File: config.mk
export PLATFORM = sky130hd
export DESIGN_NAME = phy_lane_serdes
export DESIGN_NICKNAME = d
export VERILOG_FILES = /design/src/rtl/phy_lane_serdes_pkg.sv /design/src/rtl/phy_lane_rx_align.sv /design/src/rtl/phy_lane_serdes.sv
export SDC_FILE = /design/constraint.sdc
export NUM_CORES = 1
export LEC_CHECK = 0
export ABC_AREA = 1
export BUFFER_PORTS_ARGS = -buffer_cell sky130_fd_sc_hd__buf_2
export CAP_MARGIN = 20
export CORE_MARGIN = 4
export CORE_UTILIZATION = 45
export DETAILED_ROUTE_END_ITERATION = 6
export MAX_ROUTING_LAYER = met4
export PLACE_DENSITY = 0.65
export REMOVE_ABC_BUFFERS = 1
export SLEW_MARGIN = 10
export SYNTH_ARGS = -nofsm -noshare
export SYNTH_HDL_FRONTEND = slang
export SYNTH_SLANG_ARGS = --single-unit
File: constraint.sdc
create_clock -name clk_32f -period 2.45 [get_ports clk_32f]
set_clock_uncertainty 0.1 [all_clocks]
set_input_delay 0.1225 -clock clk_32f [delete_from_list [all_inputs] [get_ports clk_32f]]
set_output_delay 0.1225 -clock clk_32f [all_outputs]
set_load 0.05 [all_outputs]
File: src/rtl/phy_lane_serdes_pkg.sv
// Shared symbol constants, receiver state encoding and word-slot geometry.
// Geometry helpers turn DATA_W/LANES into symbols per lane and cycles per word slot.
package phy_lane_serdes_pkg;

  localparam logic [8:0] SYM_COM = 9'h1BC;
  localparam logic [8:0] SYM_IDL = 9'h17C;

  typedef enum logic [1:0] {
    RX_HUNT   = 2'd0,
    RX_CHECK  = 2'd1,
    RX_LOCKED = 2'd2
  } rx_state_t;

  function automatic int calc_bpl(input int data_w, input int lanes);
    return data_w / (8 * lanes);
  endfunction

  function automatic int calc_slot_cycles(input int data_w, input int lanes);
    return 9 * calc_bpl(data_w, lanes);
  endfunction

endpackage

File: src/rtl/phy_lane_rx_align.sv
// One receive lane: input capture flop, 9-bit symbol window and COM detector.
// Latency: a line bit reaches the window two edges after it is driven; no backpressure.
module phy_lane_rx_align
  import phy_lane_serdes_pkg::*;
(
  input  logic       clk_32f,
  input  logic       reset,
  input  logic       ser_bit,
  output logic [8:0] win,
  output logic       com_hit
);

  logic       bit_q, bit_d;
  logic [8:0] win_q, win_d;

  always_comb begin
    bit_d = ser_bit;
    win_d = {win_q[7:0], bit_q};
  end

  always_ff @(posedge clk_32f or negedge reset) begin
    if (!reset) begin
      bit_q <= 1'b0;
      win_q <= '0;
    end else begin
      bit_q <= bit_d;
      win_q <= win_d;
    end
  end

  assign win     = win_q;
  assign com_hit = (win_q == SYM_COM);

endmodule

File: src/rtl/phy_lane_serdes.sv
// Lane-striped 9-bit-symbol serdes with training, COM word alignment and loopback.
// Latency S+3 cycles from word_tick to valid_out; no backpressure, data offered while ready_out=0 is dropped.
module phy_lane_serdes
  import phy_lane_serdes_pkg::*;
#(
  parameter int DATA_W      = 32,
  parameter int LANES       = 1,
  parameter int TRAIN_WORDS = 4,
  parameter int LOCK_CNT    = 3,
  parameter int LOSS_CNT    = 2
) (
  input  logic              clk_32f,
  input  logic              reset,
  input  logic [DATA_W-1:0] data_in,
  input  logic              valid_in,
  output logic              ready_out,
  output logic              word_tick,
  input  logic              loopback_en,
  output logic [LANES-1:0]  ser_out,
  input  logic [LANES-1:0]  ser_in,
  output logic [DATA_W-1:0] data_out,
  output logic              valid_out,
  output logic              locked,
  output logic [7:0]        err_count
);

  localparam int BPL = calc_bpl(DATA_W, LANES);
  localparam int S   = calc_slot_cycles(DATA_W, LANES);
  localparam int PW  = $clog2(S);
  localparam int SW  = (BPL > 1) ? $clog2(BPL) : 1;
  localparam int TW  = $clog2(TRAIN_WORDS + 1);
  localparam int MW  = $clog2(LOCK_CNT + 1);
  localparam int EW  = $clog2(LOSS_CNT + 1);

  logic [PW-1:0]                  phase_q, phase_d;
  logic                           word_tick_q, word_tick_d;
  logic [TW-1:0]                  train_q, train_d;
  logic                           ready_q, ready_d;
  logic [LANES-1:0][S-1:0]        tx_sr_q, tx_sr_d;
  logic                           send_data;

  logic [LANES-1:0]               rx_src;
  logic [LANES-1:0][8:0]          rx_win;
  logic [LANES-1:0]               com_hit;
  logic [LANES-1:0][BPL-1:0][8:0] rx_buf_q, rx_buf_d;
  rx_state_t                      state_q, state_d;
  logic [3:0]                     bit_cnt_q, bit_cnt_d;
  logic [SW-1:0]                  slot_q, slot_d;
  logic [MW-1:0]                  match_q, match_d;
  logic [EW-1:0]                  loss_q, loss_d;
  logic [7:0]                     err_q, err_d;
  logic [DATA_W-1:0]              dout_q, dout_d;
  logic                           vout_q, vout_d;
  logic                           locked_q, locked_d;

  logic                           sym_done, last_slot, all_com, all_data, idle_ok;
  logic [DATA_W-1:0]              word_dat;

  assign send_data = ready_q & valid_in;

  // Shift registers hold a whole word slot; slot 0 sits in the MSBs so it goes out first.
  always_comb begin
    phase_d     = (phase_q == PW'(S - 1)) ? '0 : phase_q + 1'b1;
    word_tick_d = (phase_d == '0);
    train_d     = train_q;
    ready_d     = ready_q;
    for (int l = 0; l < LANES; l++) tx_sr_d[l] = {tx_sr_q[l][S-2:0], 1'b0};
    if (word_tick_q) begin
      for (int l = 0; l < LANES; l++) begin
        for (int s = 0; s < BPL; s++) begin
          if (send_data)   tx_sr_d[l][S-1-9*s -: 9] = {1'b0, data_in[8*(s*LANES+l) +: 8]};
          else if (s == 0) tx_sr_d[l][S-1-9*s -: 9] = SYM_COM;
          else             tx_sr_d[l][S-1-9*s -: 9] = SYM_IDL;
        end
      end
      if (!ready_q) begin
        train_d = train_q + 1'b1;
        if (train_q == TW'(TRAIN_WORDS - 1)) ready_d = 1'b1;
      end
    end
  end

  assign rx_src = loopback_en ? ser_out : ser_in;

  for (genvar g = 0; g < LANES; g++) begin : g_lane
    assign ser_out[g] = tx_sr_q[g][S-1];
    phy_lane_rx_align u_align (
      .clk_32f (clk_32f),
      .reset   (reset),
      .ser_bit (rx_src[g]),
      .win     (rx_win[g]),
      .com_hit (com_hit[g])
    );
  end

  assign all_com   = &com_hit;
  assign sym_done  = (bit_cnt_q == 4'd8);
  assign last_slot = (slot_q == SW'(BPL - 1));

  // The last slot of a word is still in the window when the word is judged.
  always_comb begin
    all_data = 1'b1;
    idle_ok  = 1'b1;
    word_dat = '0;
    for (int l = 0; l < LANES; l++) begin
      for (int s = 0; s < BPL; s++) begin
        logic [8:0] sym;
        sym = (s == BPL - 1) ? rx_win[l] : rx_buf_q[l][s];
        all_data = all_data & ~sym[8];
        idle_ok  = idle_ok & (sym == ((s == 0) ? SYM_COM : SYM_IDL));
        word_dat[8*(s*LANES+l) +: 8] = sym[7:0];
      end
    end
  end

  always_comb begin
    state_d   = state_q;
    bit_cnt_d = sym_done ? 4'd0 : bit_cnt_q + 4'd1;
    slot_d    = slot_q;
    rx_buf_d  = rx_buf_q;
    match_d   = match_q;
    loss_d    = loss_q;
    err_d     = err_q;
    dout_d    = dout_q;
    vout_d    = 1'b0;
    if (sym_done) begin
      for (int l = 0; l < LANES; l++) rx_buf_d[l][slot_q] = rx_win[l];
      slot_d = last_slot ? '0 : slot_q + 1'b1;
    end
    case (state_q)
      RX_HUNT: begin
        if (all_com) begin
          state_d   = (LOCK_CNT <= 1) ? RX_LOCKED : RX_CHECK;
          match_d   = MW'(1);
          loss_d    = '0;
          bit_cnt_d = 4'd0;
          slot_d    = (BPL > 1) ? SW'(1) : '0;
          for (int l = 0; l < LANES; l++) rx_buf_d[l][0] = rx_win[l];
        end
      end
      RX_CHECK: begin
        if (sym_done && slot_q == '0) begin
          if (!all_com) begin
            state_d = RX_HUNT;
          end else begin
            match_d = match_q + 1'b1;
            if ((match_q + 1'b1) == MW'(LOCK_CNT)) state_d = RX_LOCKED;
          end
        end
      end
      RX_LOCKED: begin
        if (sym_done && last_slot) begin
          if (all_data) begin
            dout_d = word_dat;
            vout_d = 1'b1;
            loss_d = '0;
          end else if (idle_ok) begin
            loss_d = '0;
          end else begin
            if (err_q != 8'hFF) err_d = err_q + 8'd1;
            if (loss_q == EW'(LOSS_CNT - 1)) begin
              state_d = RX_HUNT;
              loss_d  = '0;
            end else begin
              loss_d = loss_q + 1'b1;
            end
          end
        end
      end
      default: state_d = RX_HUNT;
    endcase
    locked_d = (state_d == RX_LOCKED);
  end

  always_ff @(posedge clk_32f or negedge reset) begin
    if (!reset) begin
      phase_q     <= '0;
      word_tick_q <= 1'b0;
      train_q     <= '0;
      ready_q     <= 1'b0;
      tx_sr_q     <= '0;
      rx_buf_q    <= '0;
      state_q     <= RX_HUNT;
      bit_cnt_q   <= '0;
      slot_q      <= '0;
      match_q     <= '0;
      loss_q      <= '0;
      err_q       <= '0;
      dout_q      <= '0;
      vout_q      <= 1'b0;
      locked_q    <= 1'b0;
    end else begin
      phase_q     <= phase_d;
      word_tick_q <= word_tick_d;
      train_q     <= train_d;
      ready_q     <= ready_d;
      tx_sr_q     <= tx_sr_d;
      rx_buf_q    <= rx_buf_d;
      state_q     <= state_d;
      bit_cnt_q   <= bit_cnt_d;
      slot_q      <= slot_d;
      match_q     <= match_d;
      loss_q      <= loss_d;
      err_q       <= err_d;
      dout_q      <= dout_d;
      vout_q      <= vout_d;
      locked_q    <= locked_d;
    end
  end

  assign word_tick = word_tick_q;
  assign ready_out = ready_q;
  assign data_out  = dout_q;
  assign valid_out = vout_q;
  assign locked    = locked_q;
  assign err_count = err_q;

endmodule

# Word-level counts from Yosys, hierarchy flattened
# Index checks and enable logic that the tools add are counted.
[totals]
latch_bits = 0
output_inout_bits = 45
in_bits = 37
ram_bits = 0
mem_count = 0
romBits = 0
regBits = 147
[op_classes]
n_addsub = 7
n_reduce_logical = 13
magnitude_cmp = 2
muxes = 44
eq_ne = 19
n_shift = 0
n_bitwise = 14
multipliers = 0
div_mod_pow = 0
[op_table]
columns = ["op", "n"]
rows = [
  ["9-bit 2-to-1 mux", 8],
  ["9-bit equality test, second input constant", 5],
  ["2-bit 2-to-1 mux", 20],
  ["36-bit bitwise mux", 1],
  ["36-bit 2-to-1 mux", 1],
  ["9-bit demux with 2-bit select", 1],
  ["4-bit 2-to-1 mux", 3],
  ["8-bit by 1-bit adder with 8-bit output, second input constant", 1],
  ["2-bit equality test, second input constant", 4],
  ["2-bit inequality test, second input constant", 4],
  ["8-bit inequality test, second input constant", 1],
  ["2-bit case mux with 2 select lines", 2],
  ["1-bit AND", 7],
  ["1-bit inverter", 7],
  ["2-bit by 1-bit adder with 2-bit output, second input constant", 3],
  ["6-bit by 1-bit adder with 6-bit output, second input constant", 1],
  ["6-bit equality test, second input constant", 1],
  ["6-bit logical NOT", 1],
  ["1-bit 2-to-1 mux", 6],
  ["6-bit 2-to-1 mux", 1],
  ["2-bit case mux with 3 select lines", 1],
  ["3-bit AND reduction", 2],
  ["5-bit AND reduction", 1],
  ["4-bit by 1-bit adder with 4-bit output, second input constant", 1],
  ["other kinds (11)", 16],
]

# Logic depth before layout (Yosys ltp)
# Gate-level depths: netlist of the first run.
[logic_depth]
word_depth = 9
ltp_mapped = 10

# Hierarchy
# A second synthesis of the first run with hierarchy kept.
[unflattened]
hier_cells = 531
hier_area_um2 = 5547.8
[by_module_without_submodules]
columns = ["mod", "area_each_um2", "cells_each", "seq_area_each_um2", "instances"]
rows = [
  ["phy_lane_serdes", 5253.8, 512, 3203.1, 1],
  ["phy_lane_rx_align", 294.0, 19, 250.2, 1],
]

# Worst setup path before layout of the first run
# Ideal clock, no wire load.
[synth_path]
path_type = "register -> register"
from = "register err_q[0] (netlist: err_count[0])"
to = "register err_q[5] (netlist: err_count[5])"
stages_incl_launch_ff = 8
synth_period_minus_slack_ps = 1814
path_buffers = 0
t_arrival_ps = 1647
setup_time_ps = 66
path_slack_ps = 636
path_cell_list = "dfrtp_1 -> ha_1 -> nand3_1 -> nor2_1 -> a21oi_4 -> nand3_4 -> nand2_1 -> nand2_1"
[synth_via]
elab_chain_cells = 2
[synth_rtl]
columns = ["item", "line_no", "rtl"]
rows = [
  ["from (decl)", "phy_lane_serdes.sv:51", "logic [7:0] err_q, err_d;"],
  ["from (signal assigned)", "phy_lane_serdes.sv:204", "err_q <= err_d;"],
  ["parallel branches: the longest is 2 deep, another holds 8-bit by 1-bit adder with 8-bit output", "--", ""],
]
# Parallel ways; which one is timed is not known.
# A chain may end at the register's enable or synchronous reset.

# Worst setup path after layout of the first run
[layout_path]
from = "register bit_cnt_q[0]"
to = "register dout_q[28] (netlist: data_out[28])"
[layout_via]
elab_chain_cells = 3
[layout_rtl]
columns = ["item", "line_no", "rtl"]
rows = [
  ["from (decl)", "phy_lane_serdes.sv:47", "logic [3:0] bit_cnt_q, bit_cnt_d;"],
  ["from (signal assigned)", "phy_lane_serdes.sv:200", "bit_cnt_q <= bit_cnt_d;"],
  ["4-bit equality test", "phy_lane_serdes.sv:97", "assign sym_done = (bit_cnt_q == 4'd8);"],
  ["1-bit logical AND", "phy_lane_serdes.sv:152", "if (sym_done && last_slot) begin"],
  ["3-bit AND reduction (no line)", "--", ""],
  ["to (signal assigned)", "phy_lane_serdes.sv:205", "dout_q <= dout_d;"],
  ["to (decl)", "phy_lane_serdes.sv:52", "logic [DATA_W-1:0] dout_q, dout_d;"],
]
# No other way between the ends.

==> results.py, run 1 <==
metrics = {
    "worst_setup_path": {
        "critical_path.startpoint_type": "flip-flop",
        "cp_num_cells": 9,
        "worst_r2r_path_depth": 9,
        "worstPathCellList": "inv_1 -> ha_1 -> nand2_2 -> nor2_8 -> nand3_4 -> nor2_4 -> inv_2 -> nand2_1 -> o21ai_2",
        "worstSetupEndpointType": "flip-flop",
        "cp.buffers_inverters": 2,
        "timing.critical_path.max_delay_family": "buffers and inverters",
        "required_ns": 2.68,
        "data_arrival_critical_path_ns": 2.44,
        "reg2reg_setup_slack_ns": 0.24,
        "critical-path-slowest-cell": "sky130_fd_sc_hd__inv_2",
        "timing.critical_path.fanout_max": 54,
        "critical-path-max-stage-delay_ns": 0.73,
        "worstSetupPathType": "reg2reg",
    },
    "timing": {
        "totalNegativeSetupSlack_ns": 0,
        "layout_min_cycle_time_ns": 2.21,
        "worst_slew_pin_slew_ns": 1.03,
        "slew_violations": 0,
        "final.period_utilization_pct": 90.1,
        "hold_viol_final": 0,
        "max_freq_mhz": 453,
        "rsz0062_at_grt": "no",
        "slew_headroom_pct": 31.1,
        "finalSetupViolations": 0,
    },
    "die": {
        "core_region_area_um2": 12200,
        "dieHeight_um": 120,
        "die_w_um": 120,
        "ios": 82,
        "start_util_pct": 46.7,
        "row_count": 40,
        "dieArea_um2": 14500,
    },
    "yosys": {
        "top_area_cell_type_share_of_the_netlist_area_pct": 60.8,
        "netlist.top_cell.by_area": "sky130_fd_sc_hd__dfrtp_1",
        "yosysSeqAreaShare_pct": 60.8,
        "netlist_instances": 543,
        "yosys_warnings": 0,
        "synth-seq-cells": 138,
        "synth.avg_cell_area_um2": 10.5,
        "netlist_area_um2": 5680,
        "ys_types": 34,
        "synth.area.top_cells": "sky130_fd_sc_hd__dfrtp_1, sky130_fd_sc_hd__nand2_1, sky130_fd_sc_hd__inv_1",
    },
    "finish": {
        "final_util_pct": 59.5,
        "mostFrequentLayoutCells": "sky130_fd_sc_hd__nand2_1, sky130_fd_sc_hd__dfrtp_1, sky130_fd_sc_hd__buf_2, sky130_fd_sc_hd__inv_1, sky130_fd_sc_hd__dlygate4sd3_1",
        "final-instance-count-excl-fill": 847,
        "final_layout_size_suffix_gt1_share_pct": 23.1,
        "layout.cells.most_common": "sky130_fd_sc_hd__nand2_1",
        "final_nets": 714,
        "area_growth_pct": 27.4,
        "num_antenna_cells": 0,
    },
    "clock_tree": {
        "numCtsBuffers": 17,
        "cts_setup_buffers": 0,
        "ctsRootBufferMaster": "sky130_fd_sc_hd__clkbuf_16",
        "htreeDepth": 4,
        "sink_count_of_the_clock_tree": 138,
        "worst_setup_hold_path_clk_slew_ns": 0.06,
        "clock_path_buffers": 2,
        "clock_insertion_delay_worst_skew_ns": 0.42,
        "cts_tree": "built",
    },
    "global_route": {
        "met1_usage_pct": 22.3,
        "grt_most_used_layer": "met2",
        "grt_use_met2_pct": 27.3,
        "grt_start_max_net_pins": 69,
        "groute.layer.met3.usage_pct": 4.72,
        "grtUsageTotal_pct": 17.6,
        "grt_antenna_before_repair": 0,
        "first_global_vias": 4160,
        "globalRouteOverflowTotal": 0,
        "first_pass_grt_wire_length_mm": 19.7,
    },
    "run": {
        "maxCapViolations": 0,
    },
    "min_path": {
        "worst_hold_path_type": "in2async",
    },
    "route": {
        "avgRoutedWirePerCell_um": 13.6,
        "detailroute.via_count": 4116,
        "wl_mm": 11.5,
        "initial_drc_count": 235,
        "drc_errors": 0,
        "ant_nets": 0,
        "routed_via_density": 4.86,
        "drt_pass_1_iters": 4,
    },
    "placement": {
        "place_congestion": 0.811,
        "detailed_place_hpwl_mm": 7.59,
        "buffer_ports.inserted": 81,
        "cell_total_after_placement": 780,
    },
    "outcome": {
        "run_status": "complete, no violations",
    },
    "power": {
        "pwr_density_cell_nw_per_um2": 858,
        "irDropWorstVdd_mv": 0.434,
        "leakage_nw": 3.65,
    },
}
## kinds of logic (layout without fill, tap and decap cells)
logic type,count (synthesis),after routing,synth area share (%)
XOR/XNOR,8,8,1.23
multiplexers,2,2,0.397
buffers and inverters,72,208,5.64
adder cells (fa/ha/maj),11,11,2.42
AO/OA/AOI/OAI,93,93,12.1
AND/OR/NAND/NOR,219,219,17.4
flip-flops,138,138,60.8
## worst paths after layout
| kind | from | end |
|---|---|---|
| min in group clk_32f | valid_in | tx_sr_q[31] |
| worst min-delay path | reset | data_out[19] |
| worst min register to register | g_lane[0].u_align.bit_q | g_lane[0].u_align.win[0] |
| worst max register to register | bit_cnt_q[0] | data_out[28] |
| max in group asynchronous | reset | tx_sr_q[4] |
| worst max-delay path | bit_cnt_q[0] | data_out[28] |
## state kept, by name, indices dropped and copies added (netlist names)
register / flops
bit_cnt_q: 4
data_out: 32
err_count: 8
g_lane.u_align.bit_q: 1
g_lane.u_align.win: 9
locked: 1
loss_q: 2
match_q: 2
phase_q: 6
ready_out: 1
rx_buf_q: 27
slot_q: 2
state_q: 2
train_q: 3
tx_sr_q: 36
valid_out: 1
word_tick: 1
## power by group
part	internal, mW	total, mW	switching [mW]	leakage [nW]
Combinational	0.286	0.746	0.459	1.59
Clock	1.77	2.74	0.974	0.304
Sequential	2.53	2.72	0.181	1.76
## metrics by stage
stage	hold WS (ns)	worst slack (ns)	cell area [um2]	power, mW
6_report	0.115	0.243	7230	6.21
5_1_grt	0.150	0.0136	7230	6.53
3_3_place_gp	-0.00840	0.336	6240	3.42
2_1_floorplan	-0.273	0.0369	5560	3.20
3_5_place_dp	-0.000787	0.227	6240	3.46
4_1_cts	0.120	0.191	7230	6.27
## Yosys cell counts (all sizes together)
library cell,number
ha,11
nand2,143
o22a,20
nand4,11
xnor2,3
nor3,9
a22o,11
o21ai,54
mux2,2
nor2,33
a211oi,1
clkbuf,7
a21oi,4
nand3b,2
dfrtp,138
inv,54
xor2,5
nand3,20
buf,11
o211ai,3
and3,1
## timing repair
item,4_1_cts,5_1_grt
gates resized for setup,0,0
setup endpoints to repair,0,0
hold endpoints to repair,80,0
hold buffers,35,0
## routing by layer
layer | part of all wire [%] | vias to the layer above
li1 | - | 2024
met1 | 45 | 1976
met2 | 48 | 105
met3 | 5.4 | 11
met4 | 1.3 | 0
met5 | 0 | -
## final cells by class
type | count | area, um2
clock buffer | 20 | 457
clock inverter | 12 | 186
fill | 1039 | 4930
inverter | 54 | 203
multi-input combinational | 333 | 1910
sequential | 138 | 3450
tap | 168 | 210
timing repair buffer | 122 | 820
Note: power is estimated with default switching activity, not from simulation.
==> inputs of run 2 (changes only) <==
--- a/config.mk
+++ b/config.mk
@@ -8,11 +8,13 @@
 export ABC_AREA = 1
 export BUFFER_PORTS_ARGS = -buffer_cell sky130_fd_sc_hd__buf_2
 export CAP_MARGIN = 20
+export CELL_PAD_IN_SITES_DETAIL_PLACEMENT = 0
+export CELL_PAD_IN_SITES_GLOBAL_PLACEMENT = 1
 export CORE_MARGIN = 4
 export CORE_UTILIZATION = 45
 export DETAILED_ROUTE_END_ITERATION = 6
 export MAX_ROUTING_LAYER = met4
-export PLACE_DENSITY = 0.65
+export PLACE_DENSITY_LB_ADDON = 0.15
 export REMOVE_ABC_BUFFERS = 1
 export SLEW_MARGIN = 10
 export SYNTH_ARGS = -nofsm -noshare
==> results.py, run 2 (synthesized netlist as in run 1, its figures left out) <==
metrics = {
    "finish": {
        "final_nets": 716,
        "layout.cells.most_common": "sky130_fd_sc_hd__nand2_1",
        "num_antenna_cells": 0,
        "max_flop_register": "tx_sr_q",
        "final-seq-area_um2": 3450,
        "area_growth_pct": 26.4,
        "final-instance-count-excl-fill": 848,
        "fillCellCount": 1054,
        "largest_register_ffs": 36,
        "mostFrequentLayoutCells": "sky130_fd_sc_hd__nand2_1, sky130_fd_sc_hd__dfrtp_1, sky130_fd_sc_hd__buf_2, sky130_fd_sc_hd__inv_1, sky130_fd_sc_hd__dlygate4sd3_1",
        "multi_input_area_um2": 1910,
        "stdcell_area_um2": 7180,
        "final_layout_size_suffix_gt1_share_pct": 23.1,
    },
    "timing": {
        "layout_min_cycle_time_ns": 1.88,
        "rsz0062_at_grt": "no",
        "final.period_utilization_pct": 76.7,
        "max_freq_mhz": 532,
        "postLayoutSetupSlackWorst_ns": 0.570,
        "slew_headroom_pct": 59.8,
        "hold_viol_final": 0,
        "slew_violations": 0,
        "worst_slew_pin_slew_ns": 0.604,
        "finalSetupViolations": 0,
        "worst_hold_slack_ns": 0.0459,
        "totalNegativeSetupSlack_ns": 0,
    },
    "worst_setup_path": {
        "worst_r2r_path_depth": 9,
        "worstSetupPathType": "reg2reg",
        "critical-path-max-stage-delay_ns": 0.40,
        "critical-path-slowest-cell": "sky130_fd_sc_hd__dfrtp_1",
        "endpoint": "err_count[6]",
        "required_ns": 2.65,
        "critical_path.startpoint_type": "flip-flop",
        "timing.critical_path.from": "bit_cnt_q[0]",
        "data_arrival_critical_path_ns": 2.08,
        "r2r-end": "err_count[6]",
        "reg2reg_setup_slack_ns": 0.57,
        "worstSetupEndpointType": "flip-flop",
        "worstPathCellList": "inv_1 -> ha_1 -> nand2_2 -> nor2_8 -> nand3_4 -> a21oi_4 -> nand3_4 -> nand2_1 -> nand2_1",
        "timing.critical_path.max_delay_family": "simple AND/OR/NAND/NOR gates",
        "timing.rr.start": "bit_cnt_q[0]",
        "cp.buffers_inverters": 1,
        "timing.critical_path.fanout_max": 10,
        "cp_num_cells": 9,
    },
    "placement": {
        "detailed_place_hpwl_mm": 7.52,
        "cell_total_after_placement": 781,
        "placement.setup.worst_slack_ns": 0.236,
        "place_congestion": 0.779,
        "buffer_ports.inserted": 81,
        "post_dp_cell_area_um2": 6250,
    },
    "power": {
        "power.share.clock_pct": 41.3,
        "p_comb_share_pct": 12.6,
        "switching_power_mw": 1.57,
        "seqPwrFrac_pct": 46.2,
        "leakage_nw": 3.64,
        "pwr_density_cell_nw_per_um2": 819,
        "irDropWorstVdd_mv": 0.478,
        "p_int_mw": 4.31,
        "p_sw_share_pct": 26.8,
    },
    "die": {
        "core_region_area_um2": 12200,
        "ios": 82,
        "die_w_um": 120,
        "row_count": 40,
        "start_util_pct": 46.7,
        "dieArea_um2": 14500,
        "dieHeight_um": 120,
    },
    "run": {
        "maxCapViolations": 0,
    },
    "route": {
        "avgRoutedWirePerCell_um": 13.2,
        "wl_mm": 11.2,
        "routed_via_density": 4.73,
        "drc_errors": 0,
        "drt_pass_1_iters": 5,
        "detailroute.via_count": 4009,
        "ant_nets": 0,
        "initial_drc_count": 237,
    },
    "clock_tree": {
        "worst_setup_hold_path_clk_slew_ns": 0.05,
        "sink_count_of_the_clock_tree": 138,
        "clock_path_buffers": 2,
        "ctsHoldBuffers": 35,
        "numCtsBuffers": 17,
        "clock_insertion_delay_worst_skew_ns": 0.41,
        "ctsRootBufferMaster": "sky130_fd_sc_hd__clkbuf_16",
        "htreeDepth": 4,
        "cts_tree": "built",
        "cts_setup_buffers": 0,
        "cts_repair_resize_count": 0,
    },
    "global_route": {
        "grtUsageTotal_pct": 17.3,
        "first_pass_grt_wire_length_mm": 19.5,
        "grt_start_max_net_pins": 66,
        "first_global_vias": 4092,
        "grt_antenna_before_repair": 0,
        "globalRouteOverflowTotal": 0,
    },
    "outcome": {
        "run_status": "complete, no violations",
    },
    "min_path": {
        "worst_hold_path_type": "in2reg",
    },
}
-- run 2: cell count changes in the layout (fill, tap and decap cells not counted) --
cell                         previous run  this run
sky130_fd_sc_hd__clkinv_2               0         5
sky130_fd_sc_hd__bufinv_16              4         2
sky130_fd_sc_hd__clkbuf_8               2         0
sky130_fd_sc_hd__inv_6                  3         1
sky130_fd_sc_hd__buf_12                 1         2
sky130_fd_sc_hd__buf_4                  5         6
sky130_fd_sc_hd__clkbuf_1               1         2
sky130_fd_sc_hd__clkinvlp_4             3         2
-- run 2: final cells by class --
cell class / count / area share, %
Sequential cell: 138 / 48.1
Clock buffer: 19 / 6.03
Inverter: 54 / 2.82
Tap cell: 168 / 2.93
Timing Repair Buffer: 124 / 11.8
Multi-Input combinational cell: 333 / 26.5
Clock inverter: 12 / 1.76
-- run 2: worst min path at each step --
stage | depth (start not counted) | start | endpoint | slack, ns
after floorplan | 0 | reset | bit_cnt_q[0] | -0.27
after global placement | 1 | reset | data_out[18] | 0.06
after detailed placement | 1 | reset | data_out[11] | 0.06
after CTS | 3 | valid_in | tx_sr_q[0] | 0.04
after global routing | 3 | valid_in | tx_sr_q[0] | 0.04
final | 3 | valid_in | tx_sr_q[0] | 0.05
-- run 2: metrics by stage --
| step | util (%) | total power, mW |
|---|---|---|
| 3_5_place_dp | 51.4 | 3.46 |
| 4_1_cts | 58.9 | 5.95 |
| 3_3_place_gp | 51.4 | 3.43 |
| 2_1_floorplan | - | 3.20 |
| 6_report | 59.0 | 5.88 |
| 5_1_grt | 59.0 | 6.20 |
-- run 2: worst min-delay path, delay by kind of cell --
kind	cells	cell delay (ns)
buffers and inverters	1	0.10
and+or+nand+nor	2	0.30
-- run 2: metal layers --
metal	vias to the layer above	GRT usage (%)	share of wire, %
met3	14	5.14	5.4
li1	2037	-	-
met5	-	-	0
met4	0	6.37	1.6
met1	1875	23.1	48
met2	83	25.1	45
-- run 2: power by group through the flow --
stage | combinational, mW | sequential (mW) | clock, mW
floorplan | 0.494 | 2.71 | 0
global placement | 0.683 | 2.74 | 0
detailed placement | 0.704 | 2.75 | 0
CTS | 0.748 | 2.72 | 2.48
global route | 0.862 | 2.75 | 2.59
finish | 0.738 | 2.71 | 2.43
==> inputs of run 3 (changes only) <==
--- a/config.mk
+++ b/config.mk
@@ -5,13 +5,13 @@
 export SDC_FILE = /design/constraint.sdc
 export NUM_CORES = 1
 export LEC_CHECK = 0
-export ABC_AREA = 1
+export ABC_AREA = 0
 export BUFFER_PORTS_ARGS = -buffer_cell sky130_fd_sc_hd__buf_2
 export CAP_MARGIN = 20
 export CELL_PAD_IN_SITES_DETAIL_PLACEMENT = 0
 export CELL_PAD_IN_SITES_GLOBAL_PLACEMENT = 1
 export CORE_MARGIN = 4
-export CORE_UTILIZATION = 45
+export CORE_UTILIZATION = 41
 export DETAILED_ROUTE_END_ITERATION = 6
 export MAX_ROUTING_LAYER = met4
 export PLACE_DENSITY_LB_ADDON = 0.15
==> constraint.sdc (replaced) <==
create_clock -name clk_32f -period 1.7 [get_ports clk_32f]
set_clock_uncertainty 0.1 [all_clocks]
set_input_delay 0.085 -clock clk_32f [delete_from_list [all_inputs] [get_ports clk_32f]]
set_output_delay 0.085 -clock clk_32f [all_outputs]
set_load 0.05 [all_outputs]
==> results.py, run 3 <==
metrics = {
    "global_route": {
        "grtUsageTotal_pct": 19.2,
        "first_pass_grt_wire_length_mm": 21.6,
        "grt_start_max_net_pins": 37,
        "grt_antenna_before_repair": 0,
        "first_global_vias": 4240,
        "globalRouteOverflowTotal": 0,
    },
    "power": {
        "switching_power_mw": 2.40,
        "finalPower_mw": 9.92,
        "leakage_nw": 4.13,
        "irDropWorstVdd_mv": 0.549,
        "p_sw_share_pct": 24.1,
        "p_comb_share_pct": 21.5,
        "seqPwrFrac_pct": 39.4,
        "power.share.clock_pct": 39.1,
        "p_int_mw": 7.53,
        "pwr_density_cell_nw_per_um2": 1200,
    },
    "worst_setup_path": {
        "critical-path-max-stage-delay_ns": 0.54,
        "required_ns": 1.89,
        "data_arrival_critical_path_ns": 2.32,
        "critical-path-slowest-cell": "sky130_fd_sc_hd__or4_4",
        "worstSetupEndpointType": "flip-flop",
        "worstSetupPathType": "reg2reg",
        "critical_path.startpoint_type": "flip-flop",
        "timing.critical_path.fanout_max": 3,
        "worstPathCellList": "nand4bb_4 -> or4_4 -> o31a_1 -> and2_4 -> mux2_4",
    },
    "die": {
        "start_util_pct": 42.6,
        "ios": 82,
        "die_w_um": 123,
        "core_region_area_um2": 12800,
        "dieHeight_um": 123,
        "dieArea_um2": 15200,
        "row_count": 41,
    },
    "finish": {
        "mostFrequentLayoutCells": "sky130_fd_sc_hd__dfrtp_1, sky130_fd_sc_hd__buf_2, sky130_fd_sc_hd__buf_4, sky130_fd_sc_hd__mux2_4, sky130_fd_sc_hd__dlygate4sd3_1",
        "area_growth_pct": 52.6,
        "final_layout_size_suffix_gt1_share_pct": 46.8,
        "num_antenna_cells": 0,
        "final_util_pct": 65.0,
        "final_nets": 669,
        "largest_register_ffs": 36,
        "max_flop_register": "tx_sr_q",
        "layout.cells.most_common": "sky130_fd_sc_hd__dfrtp_1",
        "stdcell_area_um2": 8300,
        "final-instance-count-excl-fill": 806,
    },
    "clock_tree": {
        "ctsRootBufferMaster": "sky130_fd_sc_hd__clkbuf_16",
        "worst_setup_hold_path_clk_slew_ns": 0.06,
        "cts_tree": "built",
        "sink_count_of_the_clock_tree": 138,
        "clock_path_buffers": 2,
        "numCtsBuffers": 17,
        "clock_insertion_delay_worst_skew_ns": 0.41,
        "htreeDepth": 4,
    },
    "route": {
        "initial_drc_count": 108,
        "drt_pass_1_iters": 4,
        "avgRoutedWirePerCell_um": 16.3,
        "wl_mm": 13.1,
        "drc_errors": 0,
        "ant_nets": 0,
        "routed_via_density": 4.89,
        "detailroute.via_count": 3938,
    },
    "timing": {
        "totalNegativeSetupSlack_ns": -16.70,
        "slew_headroom_pct": 77.5,
        "hold_viol_final": 0,
        "worst_slew_pin_slew_ns": 0.337,
        "max_freq_mhz": 470,
        "final.period_utilization_pct": 125,
        "rsz0062_at_grt": "yes",
        "layout_min_cycle_time_ns": 2.13,
        "worst_hold_slack_ns": 0.0293,
        "postLayoutSetupSlackWorst_ns": -0.427,
        "slew_violations": 0,
        "finalSetupViolations": 76,
    },
    "yosys": {
        "synthArstFlopShare_pct": 100,
        "number_of_enable_flip_flop_cells_after_synthesis": 0,
        "netlist_instances": 405,
        "yosys_warnings": 0,
        "top_area_cell_type_share_of_the_netlist_area_pct": 63.5,
        "ys_types": 49,
        "synth.most_common_cell": "sky130_fd_sc_hd__dfrtp_1",
        "synth_top_flop_cell": "sky130_fd_sc_hd__dfrtp_1",
        "synth.area.top_cells": "sky130_fd_sc_hd__dfrtp_1, sky130_fd_sc_hd__mux2_2, sky130_fd_sc_hd__o22a_1",
        "synth-seq-cells": 138,
        "yosysSeqAreaShare_pct": 63.5,
        "synth.avg_cell_area_um2": 13.4,
        "netlist.top_cell.by_area": "sky130_fd_sc_hd__dfrtp_1",
        "netlist_area_um2": 5440,
        "commonest_cells_in_the_netlist": "sky130_fd_sc_hd__dfrtp_1, sky130_fd_sc_hd__mux2_2, sky130_fd_sc_hd__nand2_1",
    },
    "placement": {
        "post_dp_cell_area_um2": 6620,
        "buffer_ports.inserted": 81,
        "place_congestion": 0.766,
        "cell_total_after_placement": 718,
        "detailed_place_hpwl_mm": 7.92,
        "placement.setup.worst_slack_ns": -0.437,
    },
    "run": {
        "maxCapViolations": 0,
    },
    "min_path": {
        "worst_hold_path_type": "in2async",
    },
    "outcome": {
        "failed_checks": "negative setup slack",
        "run_status": "finished with violations",
    },
}
==> run 3: changes by cell type after synthesis, moves of 7 or more <==
cell	previous run	this run
sky130_fd_sc_hd__nand2_1	139	28
sky130_fd_sc_hd__mux2_2	2	60
sky130_fd_sc_hd__inv_1	52	21
sky130_fd_sc_hd__o21ai_2	22	0
sky130_fd_sc_hd__o21ai_0	30	14
sky130_fd_sc_hd__nor2_1	30	16
sky130_fd_sc_hd__a22o_1	11	0
sky130_fd_sc_hd__nand3_1	17	9
sky130_fd_sc_hd__xnor2_1	3	10
==> run 3: routing by layer <==
layer | part of all wire [%] | routed length (um) | track usage, % | vias to the layer above
met5 | 0 | 0 | - | -
met4 | 2.2 | 290 | 7.68 | 0
met3 | 4.3 | 560 | 4.62 | 24
met2 | 50 | 6560 | 30.5 | 89
met1 | 44 | 5710 | 23.8 | 1964
li1 | - | - | - | 1861
==> run 3: layout make-up <==
| type | count | area [um2] |
|---|---|---|
| inverters | 21 | 78.8 |
| multi-input cells | 231 | 2210 |
| clock inverters | 9 | 135 |
| repair buffers | 212 | 1700 |
| clock buffers | 23 | 498 |
| flip-flops and latches | 138 | 3450 |
| fillers | 1004 | 4480 |
| well taps | 172 | 215 |
==> run 3: cells by family (layout without fill, tap and decap cells) <==
family	after synthesis	count (layout)	share of synthesized area [%]
AOI/OAI and AO/OA	53	53	7.04
xor gates and xnor gates	12	12	1.93
adders and majority gates	11	11	2.53
buffers and inverters	36	265	2.72
DFF	138	138	63.5
muxes	62	62	12.9
and+or+nand+nor	93	93	9.35
==> run 3: critical path: cells and delay by family, from the launching register on <==
kind             cells  cell delay, ns
AND/OR/NAND/NOR      3            0.93
flip-flops           1            0.38
AO/OA/AOI/OAI        1            0.31
multiplexers         1            0.29
==> run 3: power groups by stage <==
stage | Combinational, mW | Clock [mW] | Sequential [mW]
2_1_floorplan | 0.597 | 0 | 3.92
3_3_place_gp | 1.47 | 0 | 3.92
3_5_place_dp | 1.53 | 0 | 3.93
4_1_cts | 1.88 | 3.95 | 3.88
5_1_grt | 2.31 | 4.13 | 3.95
6_report | 2.14 | 3.88 | 3.91
==> run 3: final timing paths <==
path | start | endpoint | slack, ns | depth (start not counted)
min in group clk_32f | g_lane[0].u_align.bit_q | g_lane[0].u_align.win[0] | 0.31 | 0
worst min register to register | g_lane[0].u_align.bit_q | g_lane[0].u_align.win[0] | 0.31 | 0
worst min-delay path | reset | err_count[4] | 0.03 | 2
worst max-delay path | rx_buf_q[9] | err_count[1] | -0.43 | 5
worst max register to register | rx_buf_q[9] | err_count[1] | -0.43 | 5
max in group asynchronous | reset | tx_sr_q[15] | 0.87 | 3
==> run 3: what timing repair did <==
action / 4_1_cts / 5_1_grt
hold buffers: 38 / 0
resized for setup: 75 / 37
pin swaps: 11 / 10
gates cloned: 6 / 0
setup endpoints to repair: 72 / 82
setup buffers: 12 / 5
hold endpoints to repair: 172 / 0
